`src/rtl/tamper_response_ctrl.sv`:
```
// tamper_response_ctrl: captures TAMPER macro events and sequences the lockdown/zeroize/reset response with a software ack.
module tamper_response_ctrl #(
  parameter int HOLD_CYCLES   = 16,
  parameter int ESC_THRESHOLD = 3,
  parameter int CNT_W         = 8
) (
  input  logic             CLK,
  input  logic             RESET,
  input  logic             TAMPER_CHANGE_STROBE,
  input  logic [3:0]       DETECT_CATEGORY,
  input  logic             DETECT_ATTEMPT,
  input  logic             DETECT_FAIL,
  input  logic             DIGEST_ERROR,
  input  logic             SC_ROM_DIGEST_ERROR,
  input  logic             MESH_SHORT_ERROR,
  input  logic             JTAG_ACTIVE,
  input  logic             LOCKDOWN_EN,
  input  logic             ZEROIZE_EN,
  input  logic             ACK,
  output logic             IRQ,
  output logic [3:0]       EVENT_CAT,
  output logic [5:0]       EVENT_FLAGS,
  output logic [CNT_W-1:0] ATTEMPT_COUNT,
  output logic             LOCKDOWN_ALL_N,
  output logic             DISABLE_ALL_IOS_N,
  output logic             ZEROIZE_N,
  output logic             TAMPER_RESET_N,
  output logic [2:0]       STATE
);
  typedef enum logic [2:0] {
    IDLE     = 3'd0,
    CAPTURE  = 3'd1,
    LOCK     = 3'd2,
    ZEROIZE  = 3'd3,
    WAIT_ACK = 3'd4,
    CLEAR    = 3'd5
  } state_t;
  state_t state, state_n;
  logic [2:0] sync;
  logic edge_p, pending, overrun, zeroized, held;
  logic [4:0] ev_flags;
  logic [7:0] hold_cnt;
  logic [CNT_W-1:0] cnt_inc;
  logic hold_done, escalate, lock_req, lock_low;
  always_comb begin
    cnt_inc = (DETECT_ATTEMPT && !(&ATTEMPT_COUNT)) ? ATTEMPT_COUNT + CNT_W'(1) : ATTEMPT_COUNT;
    hold_done = hold_cnt == 8'(HOLD_CYCLES - 1);
    escalate = ZEROIZE_EN && (DIGEST_ERROR || SC_ROM_DIGEST_ERROR || MESH_SHORT_ERROR ||
                              cnt_inc >= CNT_W'(ESC_THRESHOLD));
    lock_req = LOCKDOWN_EN && (DETECT_FAIL || DETECT_CATEGORY != 4'd0);
    state_n = state;
    case (state)
      IDLE:          state_n = (edge_p || pending) ? CAPTURE : IDLE;
      CAPTURE:       state_n = escalate ? ZEROIZE : lock_req ? LOCK : WAIT_ACK;
      LOCK, ZEROIZE: state_n = hold_done ? WAIT_ACK : state;
      WAIT_ACK:      state_n = ACK ? CLEAR : WAIT_ACK;
      default:       state_n = IDLE;
    endcase
  end
  // The registered edge pulse makes the FSM leave IDLE exactly three edges after the strobe rises.
  always_ff @(posedge CLK or posedge RESET) begin
    if (RESET) begin
      state         <= IDLE;
      sync          <= 3'b000;
      edge_p        <= 1'b0;
      pending       <= 1'b0;
      overrun       <= 1'b0;
      zeroized      <= 1'b0;
      held          <= 1'b0;
      hold_cnt      <= 8'd0;
      ev_flags      <= 5'd0;
      EVENT_CAT     <= 4'd0;
      ATTEMPT_COUNT <= '0;
    end else begin
      state    <= state_n;
      sync     <= {sync[1:0], TAMPER_CHANGE_STROBE};
      edge_p   <= sync[1] & ~sync[2];
      hold_cnt <= (state == LOCK || state == ZEROIZE) ? hold_cnt + 8'd1 : 8'd0;
      pending  <= (state == IDLE) ? pending & edge_p : pending | edge_p;
      overrun  <= (overrun && state != CAPTURE) || (state != IDLE && edge_p && pending);
      zeroized <= zeroized || state == ZEROIZE;
      held     <= (state == CLEAR) ? 1'b0 : held || state == LOCK || state == ZEROIZE;
      if (state == CAPTURE) begin
        EVENT_CAT     <= DETECT_CATEGORY;
        ev_flags      <= {JTAG_ACTIVE, MESH_SHORT_ERROR, SC_ROM_DIGEST_ERROR, DIGEST_ERROR, DETECT_FAIL};
        ATTEMPT_COUNT <= cnt_inc;
      end
    end
  end
  // Once zeroized, the lockdown pins stay asserted until RESET.
  assign lock_low          = state == LOCK || state == ZEROIZE || (held && state == WAIT_ACK) || zeroized;
  assign LOCKDOWN_ALL_N    = ~lock_low;
  assign DISABLE_ALL_IOS_N = ~lock_low;
  assign ZEROIZE_N         = state != ZEROIZE;
  assign TAMPER_RESET_N    = state != CLEAR;
  assign IRQ               = state == WAIT_ACK;
  assign EVENT_FLAGS       = {overrun, ev_flags};
  assign STATE             = state;
endmodule

```
`config.mk`:
```
export PLATFORM = sky130hd
export DESIGN_NAME = tamper_response_ctrl
export DESIGN_NICKNAME = d
export VERILOG_FILES = /design/src/rtl/tamper_response_ctrl.sv
export SDC_FILE = /design/constraint.sdc
export NUM_CORES = 1
export LEC_CHECK = 0
export BUFFER_PORTS_ARGS = -buffer_cell sky130_fd_sc_hd__clkbuf_2
export CAP_MARGIN = 5
export CORE_MARGIN = 2
export CORE_UTILIZATION = 45
export DETAILED_ROUTE_END_ITERATION = 12
export HOLD_SLACK_MARGIN = 0.12
export PLACE_DENSITY_LB_ADDON = 0.1
export SYNTH_ARGS = -nofsm -noshare
export SYNTH_HDL_FRONTEND = slang
export SYNTH_SLANG_ARGS = --single-unit
```
`constraint.sdc`:
```
create_clock -name CLK -period 2 [get_ports CLK]
set_input_delay 0.2 -clock CLK [delete_from_list [all_inputs] [get_ports CLK]]
set_output_delay 0.2 -clock CLK [all_outputs]
set_load 0.01 [all_outputs]
```
Word-level counts from Yosys, hierarchy flattened
Cells that the tools add are included.
Cells by class
  order comparisons: 1
  $add $sub $neg: 2
  bitwise logic cells: 5
  reduce and logical (&&, ||, !) cells: 25
  multiplexer cells: 10
  equality and inequality tests: 10
Operators with widths (number)
  8-bit by 1-bit adder with 8-bit output (second input constant): 2
  8-bit 2-to-1 mux: 2
  1-bit logical OR: 12
  3-bit one-hot mux with 4 select lines: 1
  3-bit 2-to-1 mux: 3
  8-bit by 4-bit == test with 1-bit output (second input constant): 1
  8-bit by 2-bit greater-or-equal comparator with 1-bit output (second input constant): 1
  8-bit AND reduction: 1
  1-bit logical AND: 7
  3-bit by 2-bit == test with 1-bit output (second input constant): 2
  3-bit == test (second input constant): 2
  1-bit 2-to-1 mux: 4
  4-bit nonzero test: 1
  3-bit by 1-bit == test with 1-bit output (second input constant): 1
  3-bit logical NOT: 1
  3-bit by 1-bit inequality test with 1-bit output (second input constant): 1
  3-bit by 2-bit inequality test with 1-bit output (second input constant): 1
  3-bit inequality test (second input constant): 1
  3-bit nonzero test: 1
  1-bit AND: 2
  2-bit inequality test (second input constant): 1
  1-bit inverter: 2
  2-bit OR reduction: 1
  1-bit logical NOT: 1
  1-bit bitwise OR: 1
Storage, ports and cells
  output and inout bits: 26
  bits in registers: 36
  bits of input ports: 16

Logic depth before layout (Yosys ltp)
  word-level depth: 9
  mapped depth: 8
  gate-level depth less buffers: 7

Worst setup path after synthesis
Ideal clock, no wire load.
  path type: flip-flop to flip-flop
  from: register ATTEMPT_COUNT[0]
  to: register state[1], in the netlist STATE[1]
  stages on the path, launching flop included: 8
  slack: -45 ps
  arrival time: 1927 ps
  library setup time: 118 ps
  path through: dfrtp_1 ha_1 nand2_1 nor3_1 mux2_1 nor4_2 o21ai_1 a21o_1
Between the ends
  cells in the longest elaborated chain, start to end: 9
  elaborated cells between the ends (all ways): 10
Ends and longest elaborated chain
  start: declaration: RTL line 23  | output logic [CNT_W-1:0] ATTEMPT_COUNT,
  start signal: assignment: RTL line 86  | ATTEMPT_COUNT <= cnt_inc;
  branches (longest 3 deep; another with 8-bit by 1-bit adder with 8-bit output)
  8-bit 2-to-1 mux (*): RTL line 46  | cnt_inc = (DETECT_ATTEMPT && !(&ATTEMPT_COUNT)) ? ATTEMPT_COUNT + CNT_W'(1) : ATTEMPT_COUNT;
  8-bit by 2-bit greater-or-equal comparator with 1-bit output (*): RTL line 49  | cnt_inc >= CNT_W'(ESC_THRESHOLD));
  1-bit logical OR (*): RTL line 48  | escalate = ZEROIZE_EN && (DIGEST_ERROR || SC_ROM_DIGEST_ERROR || MESH_SHORT_ERROR ||
  1-bit logical AND (*): RTL line 48
  3-bit 2-to-1 mux (*): RTL line 54  | CAPTURE: state_n = escalate ? ZEROIZE : lock_req ? LOCK : WAIT_ACK;
  3-bit one-hot mux with 4 select lines (*): RTL line 52  | case (state)
  end signal: assignment: RTL line 75  | state <= state_n;
  end: declaration: RTL line 38  | state_t state, state_n;
Mark *: on every way between the ends.
A chain may end at the register's enable or synchronous reset.

Final worst setup path
  from: register ATTEMPT_COUNT[3]
  to: register state[1], in the netlist STATE[1]
The elaborated chain is that of the path after synthesis.

==> reports/metrics.yaml <==
clk_latency_ns: 0.29
grt_pass1_vias: 1373
holdWs_ns: 0.149
ant_nets: 0
arrival_ns: 2.04
syn-num-nets: 185
power_mw: 2.75
netlist_top_cells_area: "dfrtp_1 52%, mux2_2 7.1%, nand2_1 3.5%"
slew_headroom_pct: 67.3
drcViolationCount: 0
portBuffers: 41
tightest_slew_ns: 0.490
synth_top_area_cell: "dfrtp_1"
setup_viol: 0
nets: 234
grt_max_degree: 25
die-area_mm2: 0.00438
fin_area_mm2: 0.00215
yosysSeqAreaShare_pct: 51.8
syn_avg_cell_area_um2: 10.4
synth_top_area_share_pct: 51.8
syn_inst: 167
max_cap_violations: 0
multi_input_area_um2: 791
skew_ns: 0.00967
viasPerCell: 5.37
dr.pass1.iters: 4
crit_fanout: 6
gp_congestion: 0.847
fmax_ghz: 0.536
root_buffer: "clkbuf_8"
power_density_mw_per_mm2: 1280
seqPwrFrac_pct: 41.6
cts.sinks: 36
wl_per_cell_um: 13.4
layoutNonFillerInstCount: 265
end_kind: "flop"
utilization_pct: 58.2
internal-power_mw: 1.73
vias: 1422
syn_area_mm2: 0.00174
ys_types: 39
cts_inserted_buffers: 5
synth-seq-cells: 36
chipHeight_um: 66.1
critical_path_class: "reg2reg"
seqCellArea_um2: 902
start_kind: "flop"
clockPowerShare_pct: 18.3
dp.cells: 254
grt_pass1_wl_um: 5870
num_antenna_cells: 0
reg2reg_depth: 6
r2r_end: "STATE[1]"
drt_wl_total_um: 3550
rrSetupSlack_ns: 0.13
ys_warn_count: 0
vdd_drop_max_mv: 0.778
drt_iter0_drc: 76
htreeDepth: 2
ios: 42
start_util_pct: 47.1
r2r-start: "ATTEMPT_COUNT[3]"
setup_tns_ns: 0
worstPathRequired_ns: 2.18
dpl_cell_area_mm2: 0.00201
rows: 22
cts.path.max_buffers: 2
hold_class: "in2reg"
power_switching_mw: 1.02
coreArea_mm2: 0.00369
grt_usage_pct: 17.9
holdPathStages: 2
setup_ws_ns: 0.135
power.leakage_nw: 1.00
swShare_pct: 37.0
grt_overflow: 0
drive_gt1_share_pct: 35.5
fin_crit_ns: 1.87
dp_hpwl_um: 2700
place_ws_ns: 0.00990
hold_start: "JTAG_ACTIVE"
area_delta_synth_final_pct: 23.6
p_comb_share_pct: 40.1
fill_cells: 350
path_clk_slew_ns: 0.07
hold_viol_final: 0
dieWidth_um: 66.1
cts_tree: "done"
finalCritPeriodShare_pct: 93.3
status: "finished clean"
final_max_slew_viol_count: 0
min_to: "ev_flags[4]"
antenna_found_initial: 0
==> critical path, stage by stage, from the launching register on <==
cell and delay (ns):
dfrtp_1 0.43, nand2_1 0.13, nor3_2 0.24, mux2_1 0.39, nor4_4 0.29, o21ai_1 0.11, a21o_1 0.19
==> flip-flops by register name, indices dropped and copies added, names as in the netlist <==
register	cells
ATTEMPT_COUNT	8
hold_cnt	8
ev_flags	5
EVENT_CAT	4
STATE	3
sync	3
edge_p	1
held	1
overrun	1
pending	1
zeroized	1
==> placed cells by master, fill, tap and decap left out, types with 2 or more instances in the layout <==
cell	n
a21oi_1	8
and2_1	3
nand3_1	5
dlygate4sd3_1	2
nor3b_1	2
inv_1	2
nor2_1	14
o21ai_1	2
o21a_1	3
buf_4	10
a211oi_1	2
nand3b_1	2
and3_1	5
nor3_1	3
nand4_1	2
clkbuf_2	41
nand2_1	16
nand2b_1	4
a31oi_1	3
xnor2_1	5
nor2b_1	2
clkinv_2	2
mux2_2	11
o21ai_0	6
clkbuf_8	5
dfrtp_1	35
xor2_1	4
or4_1	2
==> cells in the mapped netlist <==
| library cell | number |
|---|---|
| and4_1 | 1 |
| nor2b_1 | 2 |
| a31oi_1 | 3 |
| nand4_1 | 2 |
| mux2_1 | 1 |
| a211oi_1 | 2 |
| ha_1 | 2 |
| clkbuf_1 | 4 |
| and4_4 | 1 |
| and2_1 | 3 |
| buf_6 | 1 |
| mux2_2 | 11 |
| o2111ai_1 | 1 |
| nand3_1 | 5 |
| and3_1 | 5 |
| a21o_1 | 1 |
| or4_1 | 2 |
| a21oi_1 | 8 |
| dfrtp_1 | 36 |
| nand3b_1 | 2 |
| nor3_1 | 4 |
| nand2b_1 | 4 |
| o21a_1 | 3 |
| xnor2_1 | 5 |
| o21ai_1 | 2 |
| xor2_1 | 4 |
| a211oi_2 | 1 |
| nand2_1 | 16 |
| o22ai_1 | 1 |
| nor2_1 | 14 |
| nor3b_1 | 2 |
| o21ai_0 | 6 |
| or3_1 | 1 |
| buf_2 | 4 |
| inv_1 | 2 |
| o211ai_1 | 1 |
| o221ai_1 | 1 |
| nor4_2 | 1 |
| buf_4 | 2 |
==> worst max path at each step <==
| stage | slack (ns) | to | start | depth (start not counted) |
|---|---|---|---|---|
| floorplan | 0.02 | STATE[1] | ATTEMPT_COUNT[1] | 7 |
| global placement | 0.12 | STATE[1] | ATTEMPT_COUNT[0] | 7 |
| detailed placement | 0.01 | STATE[1] | ATTEMPT_COUNT[1] | 7 |
| CTS | 0.008 | STATE[1] | ATTEMPT_COUNT[1] | 7 |
| global route | -0.006 | STATE[1] | ATTEMPT_COUNT[1] | 7 |
| finish | 0.13 | STATE[1] | ATTEMPT_COUNT[3] | 6 |
==> cell type report <==
class                      instances  area share (%)
timing repair buffer              53            14.0
tap                               48            2.80
sequential                        36            42.0
inverter                           2           0.349
clock inverter                     3           0.874
clock buffer                       5            3.20
multi-input combinational        118            36.8
==> power by group through the flow <==
stage | combinational, mW | sequential (mW) | clock (mW)
3_5_place_dp | 1.09 | 1.16 | 0
4_1_cts | 1.10 | 1.14 | 0.525
3_3_place_gp | 1.06 | 1.14 | 0
2_1_floorplan | 0.690 | 1.18 | 0
5_1_grt | 1.22 | 1.18 | 0.565
6_report | 1.10 | 1.14 | 0.503
==> per-layer routing <==
metal	global-route usage [%]	vias up	share of wire [%]	wire length [um]
met3	5.11	6	5.6	200
met1	22.0	682	44	1570
met2	29.4	46	49	1730
met4	7.40	0	1.3	46
met5	0	-	0	0
li1	-	688	-	-
==> logic make-up (layout without fill, tap and decap cells) <==
logic type               after synthesis  count (layout)  share of synthesized area [%]
adder cells (fa/ha/maj)                2               2                           1.44
flip-flops                            36              36                           51.8
multiplexers                          12              12                           7.78
XOR/XNOR                               9               9                           4.54
AO/OA/AOI/OAI                         30              30                           10.8
AND/OR/NAND/NOR                       65              65                           19.7
buffers and inverters                 13              63                           3.96
==> what timing repair did <==
item	4_1_cts	5_1_grt
setup endpoints to repair	0	3
hold buffers	2	0
endpoints found under the hold margin	13	0
buffers inserted	0	1
resized for setup	0	3
No activity file was read; power rests on OpenSTA's default activity.
